[src/rtl/pipe_pkg.sv]
// Shared definitions for the pipeline hazard/forwarding controller.
//   ADDR_W    : register address width
//   REG_ZERO  : address of the hard-wired zero register (never forwarded)
//   shadow_t  : per-stage record of an in-flight instruction
//   fwd_sel_w : width of a forward select able to encode 0..stages
package pipe_pkg;

  localparam int ADDR_W = 5;

  localparam logic [ADDR_W-1:0] REG_ZERO = '0;

  typedef struct packed {
    logic              v;
    logic [ADDR_W-1:0] rd;
    logic              reg_we;
    logic              ld;
    logic [ADDR_W-1:0] rs1;
    logic [ADDR_W-1:0] rs2;
    logic              use1;
    logic              use2;
  } shadow_t;

  function automatic int fwd_sel_w(input int stages);
    return (stages < 1) ? 1 : $clog2(stages + 1);
  endfunction

endpackage

[src/rtl/hazard_unit_if.sv]
// Bus between the decode stage / pipeline control and the hazard unit.
//   master : drives ID instruction info, ex_redirect, ext_stall, clr_cnt;
//            receives stage enables, flush/bubble, forward selects, counters
//   slave  : the hazard unit side of the same signals
interface hazard_unit_if
  import pipe_pkg::*;
#(
  parameter int FWD_STAGES = 2,
  parameter int CNT_W      = 16
);
  localparam int SEL_W = fwd_sel_w(FWD_STAGES);

  logic              id_valid;
  logic [ADDR_W-1:0] id_rs1;
  logic [ADDR_W-1:0] id_rs2;
  logic              id_use_rs1;
  logic              id_use_rs2;
  logic [ADDR_W-1:0] id_rd;
  logic              id_reg_we;
  logic              id_mem_read;
  logic              ex_redirect;
  logic              ext_stall;
  logic              clr_cnt;

  logic              if_we;
  logic              id_we;
  logic              ex_we;
  logic              mem_we;
  logic              if_flush;
  logic              bubble;
  logic [SEL_W-1:0]  fwd_a_sel;
  logic [SEL_W-1:0]  fwd_b_sel;
  logic              fwd_a_ld;
  logic              fwd_b_ld;
  logic [CNT_W-1:0]  stall_cnt;
  logic [CNT_W-1:0]  flush_cnt;

  modport master (
    output id_valid, id_rs1, id_rs2, id_use_rs1, id_use_rs2, id_rd,
           id_reg_we, id_mem_read, ex_redirect, ext_stall, clr_cnt,
    input  if_we, id_we, ex_we, mem_we, if_flush, bubble,
           fwd_a_sel, fwd_b_sel, fwd_a_ld, fwd_b_ld, stall_cnt, flush_cnt
  );

  modport slave (
    input  id_valid, id_rs1, id_rs2, id_use_rs1, id_use_rs2, id_rd,
           id_reg_we, id_mem_read, ex_redirect, ext_stall, clr_cnt,
    output if_we, id_we, ex_we, mem_we, if_flush, bubble,
           fwd_a_sel, fwd_b_sel, fwd_a_ld, fwd_b_ld, stall_cnt, flush_cnt
  );

endinterface

[src/rtl/sat_counter.sv]
// Saturating event counter.
//   clk, rst : clock, asynchronous active-low reset (clears to 0)
//   inc      : count one event this cycle (ignored once all-ones)
//   clr      : synchronous clear, has priority over inc
//   cnt      : current count
module sat_counter #(
  parameter int CNT_W = 16
) (
  input  logic             clk,
  input  logic             rst,
  input  logic             inc,
  input  logic             clr,
  output logic [CNT_W-1:0] cnt
);

  logic [CNT_W-1:0] cnt_q;
  logic [CNT_W-1:0] cnt_d;

  always_comb begin
    cnt_d = cnt_q;
    if (clr) begin
      cnt_d = '0;
    end else if (inc && (cnt_q != '1)) begin
      cnt_d = cnt_q + CNT_W'(1);
    end
  end

  always_ff @(posedge clk or negedge rst) begin
    if (!rst) begin
      cnt_q <= '0;
    end else begin
      cnt_q <= cnt_d;
    end
  end

  assign cnt = cnt_q;

endmodule

[src/rtl/hazard_unit.sv]
// Hazard detection and forwarding controller for a 5-stage pipeline.
// Tracks the instruction in EX (entry 0) and FWD_STAGES instructions
// downstream of it, produces forward selects, detects load-use hazards,
// arbitrates freeze / redirect / stall into stage enables and counts
// stall cycles and redirect events.
//   clk, rst : clock, asynchronous active-low reset
//   bus      : hazard_unit_if slave (ID info in, enables/selects/counters out)
module hazard_unit
  import pipe_pkg::*;
#(
  parameter int FWD_STAGES = 2,
  parameter int LOAD_STAGE = 2,
  parameter int CNT_W      = 16
) (
  input  logic          clk,
  input  logic          rst,
  hazard_unit_if.slave  bus
);

  localparam int SEL_W = fwd_sel_w(FWD_STAGES);

  shadow_t          sh_q [0:FWD_STAGES];
  shadow_t          sh_d [0:FWD_STAGES];
  logic             luh;
  logic             if_we_w, down_we_w, flush_w, bubble_w;
  logic [SEL_W-1:0] sel_a, sel_b;
  logic             ld_a, ld_b;
  logic             stall_inc, flush_inc;
  logic [CNT_W-1:0] stall_cnt_w, flush_cnt_w;
  logic             unused_fields;

  function automatic logic writes_reg(input shadow_t e);
    return e.v & e.reg_we & (e.rd != REG_ZERO);
  endfunction

  // ---- ID stage: load-use detection against loads not yet forwardable
  always_comb begin
    luh = 1'b0;
    if (bus.id_valid) begin
      for (int j = 0; j < LOAD_STAGE - 1; j++) begin
        if (writes_reg(sh_q[j]) && sh_q[j].ld &&
            ((bus.id_use_rs1 && (sh_q[j].rd == bus.id_rs1)) ||
             (bus.id_use_rs2 && (sh_q[j].rd == bus.id_rs2)))) begin
          luh = 1'b1;
        end
      end
    end
  end

  // Freeze beats redirect beats load-use; redirect discards the stalled
  // instruction anyway, so holding IF would only lose the fetch target.
  always_comb begin
    if_we_w   = 1'b1;
    down_we_w = 1'b1;
    flush_w   = 1'b0;
    bubble_w  = 1'b0;
    if (bus.ext_stall) begin
      if_we_w   = 1'b0;
      down_we_w = 1'b0;
    end else if (bus.ex_redirect) begin
      flush_w  = 1'b1;
      bubble_w = 1'b1;
    end else if (luh) begin
      if_we_w  = 1'b0;
      bubble_w = 1'b1;
    end
  end

  // ---- EX and downstream: forwarding, nearest producer wins
  always_comb begin
    sel_a = '0;
    ld_a  = 1'b0;
    sel_b = '0;
    ld_b  = 1'b0;
    if (sh_q[0].v) begin
      for (int k = FWD_STAGES; k >= 1; k--) begin
        if (writes_reg(sh_q[k]) && sh_q[0].use1 && (sh_q[k].rd == sh_q[0].rs1)) begin
          sel_a = SEL_W'(k);
          ld_a  = sh_q[k].ld;
        end
        if (writes_reg(sh_q[k]) && sh_q[0].use2 && (sh_q[k].rd == sh_q[0].rs2)) begin
          sel_b = SEL_W'(k);
          ld_b  = sh_q[k].ld;
        end
      end
    end
  end

  // ---- shadow pipeline advance: ID -> EX -> downstream, frozen by ext_stall
  always_comb begin
    for (int k = 0; k <= FWD_STAGES; k++) begin
      sh_d[k] = sh_q[k];
    end
    if (!bus.ext_stall) begin
      sh_d[0].v      = bus.id_valid & ~bubble_w & ~bus.ex_redirect;
      sh_d[0].rd     = bus.id_rd;
      sh_d[0].reg_we = bus.id_reg_we;
      sh_d[0].ld     = bus.id_mem_read;
      sh_d[0].rs1    = bus.id_rs1;
      sh_d[0].rs2    = bus.id_rs2;
      sh_d[0].use1   = bus.id_use_rs1;
      sh_d[0].use2   = bus.id_use_rs2;
      for (int k = 1; k <= FWD_STAGES; k++) begin
        sh_d[k] = sh_q[k-1];
      end
    end
  end

  always_ff @(posedge clk or negedge rst) begin
    if (!rst) begin
      for (int k = 0; k <= FWD_STAGES; k++) begin
        sh_q[k] <= '0;
      end
    end else begin
      for (int k = 0; k <= FWD_STAGES; k++) begin
        sh_q[k] <= sh_d[k];
      end
    end
  end

  // Source fields only matter while an entry sits in EX.
  always_comb begin
    unused_fields = 1'b0;
    for (int k = 1; k <= FWD_STAGES; k++) begin
      unused_fields = unused_fields ^
                      (^{sh_q[k].rs1, sh_q[k].rs2, sh_q[k].use1, sh_q[k].use2});
    end
  end

  // ---- event counters
  assign stall_inc = luh & ~bus.ext_stall & ~bus.ex_redirect;
  assign flush_inc = bus.ex_redirect & ~bus.ext_stall;

  sat_counter #(.CNT_W(CNT_W)) u_stall_cnt (
    .clk (clk),
    .rst (rst),
    .inc (stall_inc),
    .clr (bus.clr_cnt),
    .cnt (stall_cnt_w)
  );

  sat_counter #(.CNT_W(CNT_W)) u_flush_cnt (
    .clk (clk),
    .rst (rst),
    .inc (flush_inc),
    .clr (bus.clr_cnt),
    .cnt (flush_cnt_w)
  );

  assign bus.if_we     = if_we_w;
  assign bus.id_we     = down_we_w;
  assign bus.ex_we     = down_we_w;
  assign bus.mem_we    = down_we_w;
  assign bus.if_flush  = flush_w;
  assign bus.bubble    = bubble_w;
  assign bus.fwd_a_sel = sel_a;
  assign bus.fwd_b_sel = sel_b;
  assign bus.fwd_a_ld  = ld_a;
  assign bus.fwd_b_ld  = ld_b;
  assign bus.stall_cnt = stall_cnt_w;
  assign bus.flush_cnt = flush_cnt_w;

endmodule

[src/flat_wrapper.sv]
// flat-port wrapper written by rule: the top's interface ports become plain ports
module hazard_unit_flat import pipe_pkg::*;
#(
  parameter int FWD_STAGES = 2,
  parameter int LOAD_STAGE = 2,
  parameter int CNT_W      = 16
)
  (clk, rst, bus_id_valid, bus_id_rs1, bus_id_rs2, bus_id_use_rs1, bus_id_use_rs2, bus_id_rd, bus_id_reg_we, bus_id_mem_read, bus_ex_redirect, bus_ext_stall, bus_clr_cnt, bus_if_we, bus_id_we, bus_ex_we, bus_mem_we, bus_if_flush, bus_bubble, bus_fwd_a_sel, bus_fwd_b_sel, bus_fwd_a_ld, bus_fwd_b_ld, bus_stall_cnt, bus_flush_cnt);
  hazard_unit_if #(.FWD_STAGES(FWD_STAGES), .CNT_W(CNT_W)) bus_i ();
  input  logic clk;
  input  logic rst;
  input wire logic [$bits(bus_i.id_valid)-1:0] bus_id_valid;
  input wire logic [$bits(bus_i.id_rs1)-1:0] bus_id_rs1;
  input wire logic [$bits(bus_i.id_rs2)-1:0] bus_id_rs2;
  input wire logic [$bits(bus_i.id_use_rs1)-1:0] bus_id_use_rs1;
  input wire logic [$bits(bus_i.id_use_rs2)-1:0] bus_id_use_rs2;
  input wire logic [$bits(bus_i.id_rd)-1:0] bus_id_rd;
  input wire logic [$bits(bus_i.id_reg_we)-1:0] bus_id_reg_we;
  input wire logic [$bits(bus_i.id_mem_read)-1:0] bus_id_mem_read;
  input wire logic [$bits(bus_i.ex_redirect)-1:0] bus_ex_redirect;
  input wire logic [$bits(bus_i.ext_stall)-1:0] bus_ext_stall;
  input wire logic [$bits(bus_i.clr_cnt)-1:0] bus_clr_cnt;
  output wire logic [$bits(bus_i.if_we)-1:0] bus_if_we;
  output wire logic [$bits(bus_i.id_we)-1:0] bus_id_we;
  output wire logic [$bits(bus_i.ex_we)-1:0] bus_ex_we;
  output wire logic [$bits(bus_i.mem_we)-1:0] bus_mem_we;
  output wire logic [$bits(bus_i.if_flush)-1:0] bus_if_flush;
  output wire logic [$bits(bus_i.bubble)-1:0] bus_bubble;
  output wire logic [$bits(bus_i.fwd_a_sel)-1:0] bus_fwd_a_sel;
  output wire logic [$bits(bus_i.fwd_b_sel)-1:0] bus_fwd_b_sel;
  output wire logic [$bits(bus_i.fwd_a_ld)-1:0] bus_fwd_a_ld;
  output wire logic [$bits(bus_i.fwd_b_ld)-1:0] bus_fwd_b_ld;
  output wire logic [$bits(bus_i.stall_cnt)-1:0] bus_stall_cnt;
  output wire logic [$bits(bus_i.flush_cnt)-1:0] bus_flush_cnt;
  assign bus_i.id_valid = bus_id_valid;
  assign bus_i.id_rs1 = bus_id_rs1;
  assign bus_i.id_rs2 = bus_id_rs2;
  assign bus_i.id_use_rs1 = bus_id_use_rs1;
  assign bus_i.id_use_rs2 = bus_id_use_rs2;
  assign bus_i.id_rd = bus_id_rd;
  assign bus_i.id_reg_we = bus_id_reg_we;
  assign bus_i.id_mem_read = bus_id_mem_read;
  assign bus_i.ex_redirect = bus_ex_redirect;
  assign bus_i.ext_stall = bus_ext_stall;
  assign bus_i.clr_cnt = bus_clr_cnt;
  assign bus_if_we = bus_i.if_we;
  assign bus_id_we = bus_i.id_we;
  assign bus_ex_we = bus_i.ex_we;
  assign bus_mem_we = bus_i.mem_we;
  assign bus_if_flush = bus_i.if_flush;
  assign bus_bubble = bus_i.bubble;
  assign bus_fwd_a_sel = bus_i.fwd_a_sel;
  assign bus_fwd_b_sel = bus_i.fwd_b_sel;
  assign bus_fwd_a_ld = bus_i.fwd_a_ld;
  assign bus_fwd_b_ld = bus_i.fwd_b_ld;
  assign bus_stall_cnt = bus_i.stall_cnt;
  assign bus_flush_cnt = bus_i.flush_cnt;
  hazard_unit #(.FWD_STAGES(FWD_STAGES), .LOAD_STAGE(LOAD_STAGE), .CNT_W(CNT_W)) u_core (.clk(clk), .rst(rst), .bus(bus_i));
endmodule
[config.mk]
export PLATFORM = sky130hd
export DESIGN_NAME = hazard_unit_flat
export DESIGN_NICKNAME = d
export VERILOG_FILES = /design/src/rtl/pipe_pkg.sv /design/src/rtl/hazard_unit_if.sv /design/src/rtl/sat_counter.sv /design/src/rtl/hazard_unit.sv /design/src/flat_wrapper.sv
export SDC_FILE = /design/constraint.sdc
export NUM_CORES = 1
export LEC_CHECK = 0
export ABC_CLOCK_PERIOD_IN_PS = 2300
export CAP_MARGIN = 20
export CORE_MARGIN = 4
export CORE_UTILIZATION = 45
export DETAILED_ROUTE_END_ITERATION = 6
export PLACE_DENSITY = 0.79
export SYNTH_ARGS = -nofsm -noshare
export SYNTH_HDL_FRONTEND = slang
export SYNTH_SLANG_ARGS = --single-unit
[constraint.sdc]
create_clock -name clk -period 2.3 [get_ports clk]
set_clock_uncertainty 0.2 [all_clocks]
set_input_delay 0.46 -clock clk [delete_from_list [all_inputs] [get_ports clk]]
set_output_delay 0.46 -clock clk [all_outputs]
set_load 0.02 [all_outputs]
## Word level (Yosys, flattened, before mapping)

Index checks and enable logic that the tools add are counted.

- Add/subtract/negate cells: 2
- Equal/unequal tests: 8
- Muxes and demuxes: 27
- Bitwise gates (word level): 14
- Reduce and logical (&&, ||, !) cells: 20

Operators by type and width:

| kind | count |
|---|---|
| 2-to-1 mux 16 bit | 4 |
| adder 16 x 1 -> 16 bit (second input constant) | 2 |
| != test 16 bit (second input constant) | 2 |
| == test 5 bit | 6 |
| 2-to-1 mux 1 bit | 17 |
| nonzero test 5 bit | 3 |
| logical AND 1 bit | 14 |
| 2-to-1 mux 2 bit | 6 |
| bitwise AND 1 bit | 11 |
| nonzero test 2 bit | 2 |
| NOT 1 bit | 3 |
| logical OR 1 bit | 1 |

- Register bits after elaboration: 68
- Bits of input ports: 25
- Output and inout port bits: 44
- Word-level logic and storage cells: 89

## Depth between registers and ports, before layout

- Depth after elaboration: 12
- Depth in mapped cells: 7
- Mapped depth without buffers: 6

## Modules after synthesis

Synthesis repeated with hierarchy kept, for this count alone.

- Cell total of the unflattened synthesis: 348
- Area total of the unflattened synthesis: 3,754.9 um^2

By module, submodules not included:

| module | times used | cells an instance | area each (um^2) | seq. area each (um^2) |
|---|---|---|---|---|
| sat_counter | 2 | 98 | 942.2 | 400.4 |
| hazard_unit | 1 | 152 | 1,870.5 | 900.9 |

## Least setup slack after synthesis

No wires, ideal clock.

- Kind: reg-to-output
- Start: reg u_core.sh_q[34] (netlist name)
- End: out bus_fwd_a_ld
- Data arrival time: 2,115 ps
- Required time: 1,640 ps
- Setup slack: -475 ps
- Stages on the path, launching flop included: 6
- Path buffers: 0
- Path through: dfrtp_1 > or4_1 > o211ai_1 > nor3_1 > nor3_1 > a32o_1

- Cells in the longest elaborated chain, start to end: 6
- Elaborated cells on any way between the ends: 7
- Classes of those cells: eq/ne: 1; mux: 2; bitwise: 1; reduce/logical: 3

Ends and longest elaborated chain:

| element | line | text |
|---|---|---|
| start: declaration | hazard_unit.sv:22 | `shadow_t sh_q [0:FWD_STAGES];` |
| start signal: indexed assignment | hazard_unit.sv:116 | `sh_q[k] <= sh_d[k];` |
| nonzero test 5 bit | hazard_unit.sv:33 | `return e.v & e.reg_we & (e.rd != REG_ZERO);` |
| bitwise AND 1 bit | hazard_unit.sv:33 |  |
| logical AND 1 bit | hazard_unit.sv:77 | `if (writes_reg(sh_q[k]) && sh_q[0].use1 && (sh_q[k].rd == sh_q[0].rs1)) begin` |
| logical AND 1 bit (*) | hazard_unit.sv:77 |  |
| 2-to-1 mux 1 bit (*) | hazard_unit.sv:77 |  |
| 2-to-1 mux 1 bit (*) | hazard_unit.sv:75 | `if (sh_q[0].v) begin` |
| end: declaration | flat_wrapper.sv:31 | `output wire logic [$bits(bus_i.fwd_a_ld)-1:0] bus_fwd_a_ld;` |

Every way passes the cells marked *; elsewhere a longest branch is shown, timed or not.

## Final worst setup path

- Start: reg u_core.sh_q[34] (netlist name)
- End: out bus_fwd_b_ld

- Cells in the longest elaborated chain, start to end: 6
- Elaborated cells on any way between the ends: 7
- Classes of those cells: eq/ne: 1; mux: 2; bitwise: 1; reduce/logical: 3

Ends and longest elaborated chain:

| element | line | text |
|---|---|---|
| nonzero test 5 bit | hazard_unit.sv:33 |  |
| bitwise AND 1 bit | hazard_unit.sv:33 |  |
| logical AND 1 bit | hazard_unit.sv:81 | `if (writes_reg(sh_q[k]) && sh_q[0].use2 && (sh_q[k].rd == sh_q[0].rs2)) begin` |
| logical AND 1 bit (*) | hazard_unit.sv:81 |  |
| 2-to-1 mux 1 bit (*) | hazard_unit.sv:81 |  |
| 2-to-1 mux 1 bit (*) | hazard_unit.sv:75 |  |
| end: declaration | flat_wrapper.sv:32 | `output wire logic [$bits(bus_i.fwd_b_ld)-1:0] bus_fwd_b_ld;` |

Marked as above.

==> out/metrics.cfg <==
[sta]
timing.hold.ws_ns = 0.2238
maxSlewViolCount = 0
max_freq_mhz = 360.9
rsz0062_at_grt = true
post-route-period-util_pct = 120.5
finalHoldViolations = 0
slew_headroom_pct = 69.06
setup_viol = 11
period_minus_slack_ns = 2.771
worstMarginPinSlew_ns = 0.4593
tns_ns = -3.094
worst_slack_ns = -0.4706

[power]
clockPowerShare_pct = 36.2
p_per_area_mw_per_mm2 = 558.8
irDropWorstVdd_mv = 0.3412
power_mw = 3.083
p_seq_share_pct = 44.5
p_sw_uw = 833.4
p_comb_share_pct = 19.2
p_leak_nw = 2.358
power.internal_mw = 2.249
swShare_pct = 27.03

[critical_path]
cp_common_cell = nor3_4
reg2reg_from = u_core.sh_q[54]
crit_start = u_core.sh_q[34]
critical_path_arrival_ns = 2.11
worstPathMaxFanout = 3
crit_required_ns = 1.64
crit_type = reg2out
critPathMaxStageDelay_ns = 0.54
cp-end-kind = output pin
crit_path_cell_trace = or4_4 -> o211ai_1 -> buf_4 -> nor3_4 -> nor3_4 -> a32o_2 -> buf_6
cp_slowest_cell = or4_4
crit_path_start_kind = flop

[synth]
synth-xor-area-share_pct = 9.914
synth.top_cell.area_share_pct = 46.98
synth.cell_area_mm2 = 0.003622
syn_nets = 373
yosysWarningCount = 0
synth-edff-count = 0
synth_compound_area_share_pct = 7.841
synth_top_family_by_area = simple AND/OR/NAND/NOR gates
postSynthCellCount = 346
yosys.area.top_type = dfrtp_1
synthFlopType = dfrtp_1
synthSimpleGateAreaFrac_pct = 19.52
syn_avg_cell_area_um2 = 10.47
async_flop_share_pct = 100.0
yosysSeqAreaShare_pct = 46.98
synth-seq-cells = 68
synth-adder-area-share_pct = 0.6908
synthTopCellsByArea = dfrtp_1, mux2_2, xnor2_1, xor2_1, nand4_1
muxShareOfSynthArea_pct = 12.64
synthDistinctLibCells = 45

[flow_run]
drv_cap = 0

[clocking]
cts_buffers = 9
ctsHtreeMaxLevel = 3
cts_tree = yes
clockBufferDepth = 2
cts_root_buf = clkbuf_8
cts_sinks = 68
clk_latency_ns = 0.35
clk_pin_slew_worst_paths_ns = 0.08

[place]
place_area_mm2 = 0.004847
place_inst = 559
place.port_buffers = 68
hpwlAfterDp_um = 7036
gp_congestion = 0.9478
dp_slack_ns = -0.8026

[drt]
vias = 3303
drt_iter0_markers = 163
routedWlPerCell_um = 17.52
antenna_left = 0
wirelength_um = 10320
vias_per_cell = 5.608
firstDrtPassIters = 5
drcViolationCount = 0

[grt]
grt_max_degree = 34
grt_pass1_vias = 3352
grt-ovfl-total = 0
grt_util_all_layers_pct = 21.69
antenna_found_initial = 0
grt_pass1_wl_um = 16710

[finish]
drive_above_1_share_pct = 37.99
fin_nets = 509
fin_util_pct = 71.02
final_area_mm2 = 0.005517
diodes = 0
stdcell_count = 589
layout-area-overhead-vs-synth_pct = 52.30

[die]
ios = 69
die-area_mm2 = 0.009549
initial_utilization_pct = 46.63
core_mm2 = 0.007767
rows = 32
die_w_um = 97.72
die_y_um = 97.72

[run_status]
violations = setup timing
status = complete, but fails checks

[hold_path]
worst_hold_startpoint = bus_id_rs2[1]
hold_path_class = in2reg

-- sequential cells by signal (all words and copies together), names as in the netlist --
register                cells
u_core.u_flush_cnt.cnt     16
u_core.u_stall_cnt.cnt     16
u_core.sh_q                36
-- timing repair --
action,4_1_cts,5_1_grt
gates cloned,2,0
resized for setup,95,30
hold buffers,1,0
pin swaps,23,18
endpoints found under the setup margin,15,26
hold endpoints to repair,15,0
buffers inserted,5,8
-- logic make-up after synthesis --
| kind of cell | Yosys count |
|---|---|
| compound gates | 41 |
| xor+xnor | 41 |
| fa+ha+maj | 2 |
| buf+inv | 21 |
| flops | 68 |
| mux | 41 |
| simple gates | 132 |
-- worst max-delay path, delay by kind of cell, from the launching register on --
family / cells / cell delay, ns
flops: 1 / 0.40
buf+inv: 2 / 0.29
simple gates: 3 / 0.74
compound gates: 2 / 0.33
-- Yosys cell counts, drive strengths merged, types with 6 or more instances --
master  number
xnor2       27
a21oi       12
clkbuf      11
or3          6
nor3        13
or4          7
nor2        26
mux2        38
nand4       17
nand3       14
nand2       23
o21ai        8
xor2        14
inv          7
dfrtp       68
-- cell type report --
cell class / instances / area [um2]
Tap cell: 102 / 127.6
Sequential cell: 68 / 1707
Clock buffer: 10 / 137.6
Timing Repair Buffer: 139 / 1297
Inverter: 7 / 26.28
Fill cell: 537 / 2251
Multi-Input combinational cell: 257 / 2133
Clock inverter: 6 / 87.58
-- per-layer routing --
layer	wire [um]	vias up	track usage (%)
met5	0	-	0
met4	320	0	9.159
met3	487	26	3.661
met2	5242	110	36.27
met1	4267	1644	27.86
li1	-	1523	-
-- cell usage in the layout, fill, tap and decap left out, types with 3 or more instances in the layout --
cell / instances
dlygate4sd2_1: 9
nor3_4: 6
clkbuf_8: 10
and3_1: 4
mux2_2: 34
nand4_1: 16
mux2_4: 4
nor2b_1: 5
nor4_1: 3
clkdlybuf4s50_1: 46
a21oi_1: 8
xor2_1: 14
nor3_1: 7
nand2_1: 21
nand3_1: 11
o211ai_1: 4
a21oi_2: 4
dfrtp_2: 4
or3_1: 5
xnor2_1: 21
buf_12: 5
mux2i_1: 3
inv_1: 7
xnor2_2: 6
dfrtp_1: 64
o21ai_0: 7
buf_6: 12
or4_4: 6
nor2_1: 25
buf_4: 60
dlymetal6s2s_1: 3
clkinvlp_4: 3
-- power by group through the flow --
stage	clock network, mW	logic (mW)	registers (mW)
2_1_floorplan	0	0.243	1.38
3_3_place_gp	0	0.492	1.38
3_5_place_dp	0	0.506	1.38
4_1_cts	1.12	0.565	1.37
5_1_grt	1.19	0.635	1.38
6_report	1.12	0.593	1.37
-- path summary, 6_finish.rpt --
kind | to | slack, ns | depth (start not counted)
worst max register to register | u_core.u_stall_cnt.cnt[11] | -0.09 | 8
worst min register to register | u_core.sh_q[19] | 0.34 | 1
min in group asynchronous | u_core.sh_q[45] | 0.38 | 2
worst min-delay path | u_core.sh_q[43] | 0.22 | 2
worst max-delay path | bus_fwd_b_ld | -0.47 | 7
max in group asynchronous | u_core.sh_q[58] | 0.98 | 3
No activity file was read; power rests on OpenSTA's default activity.
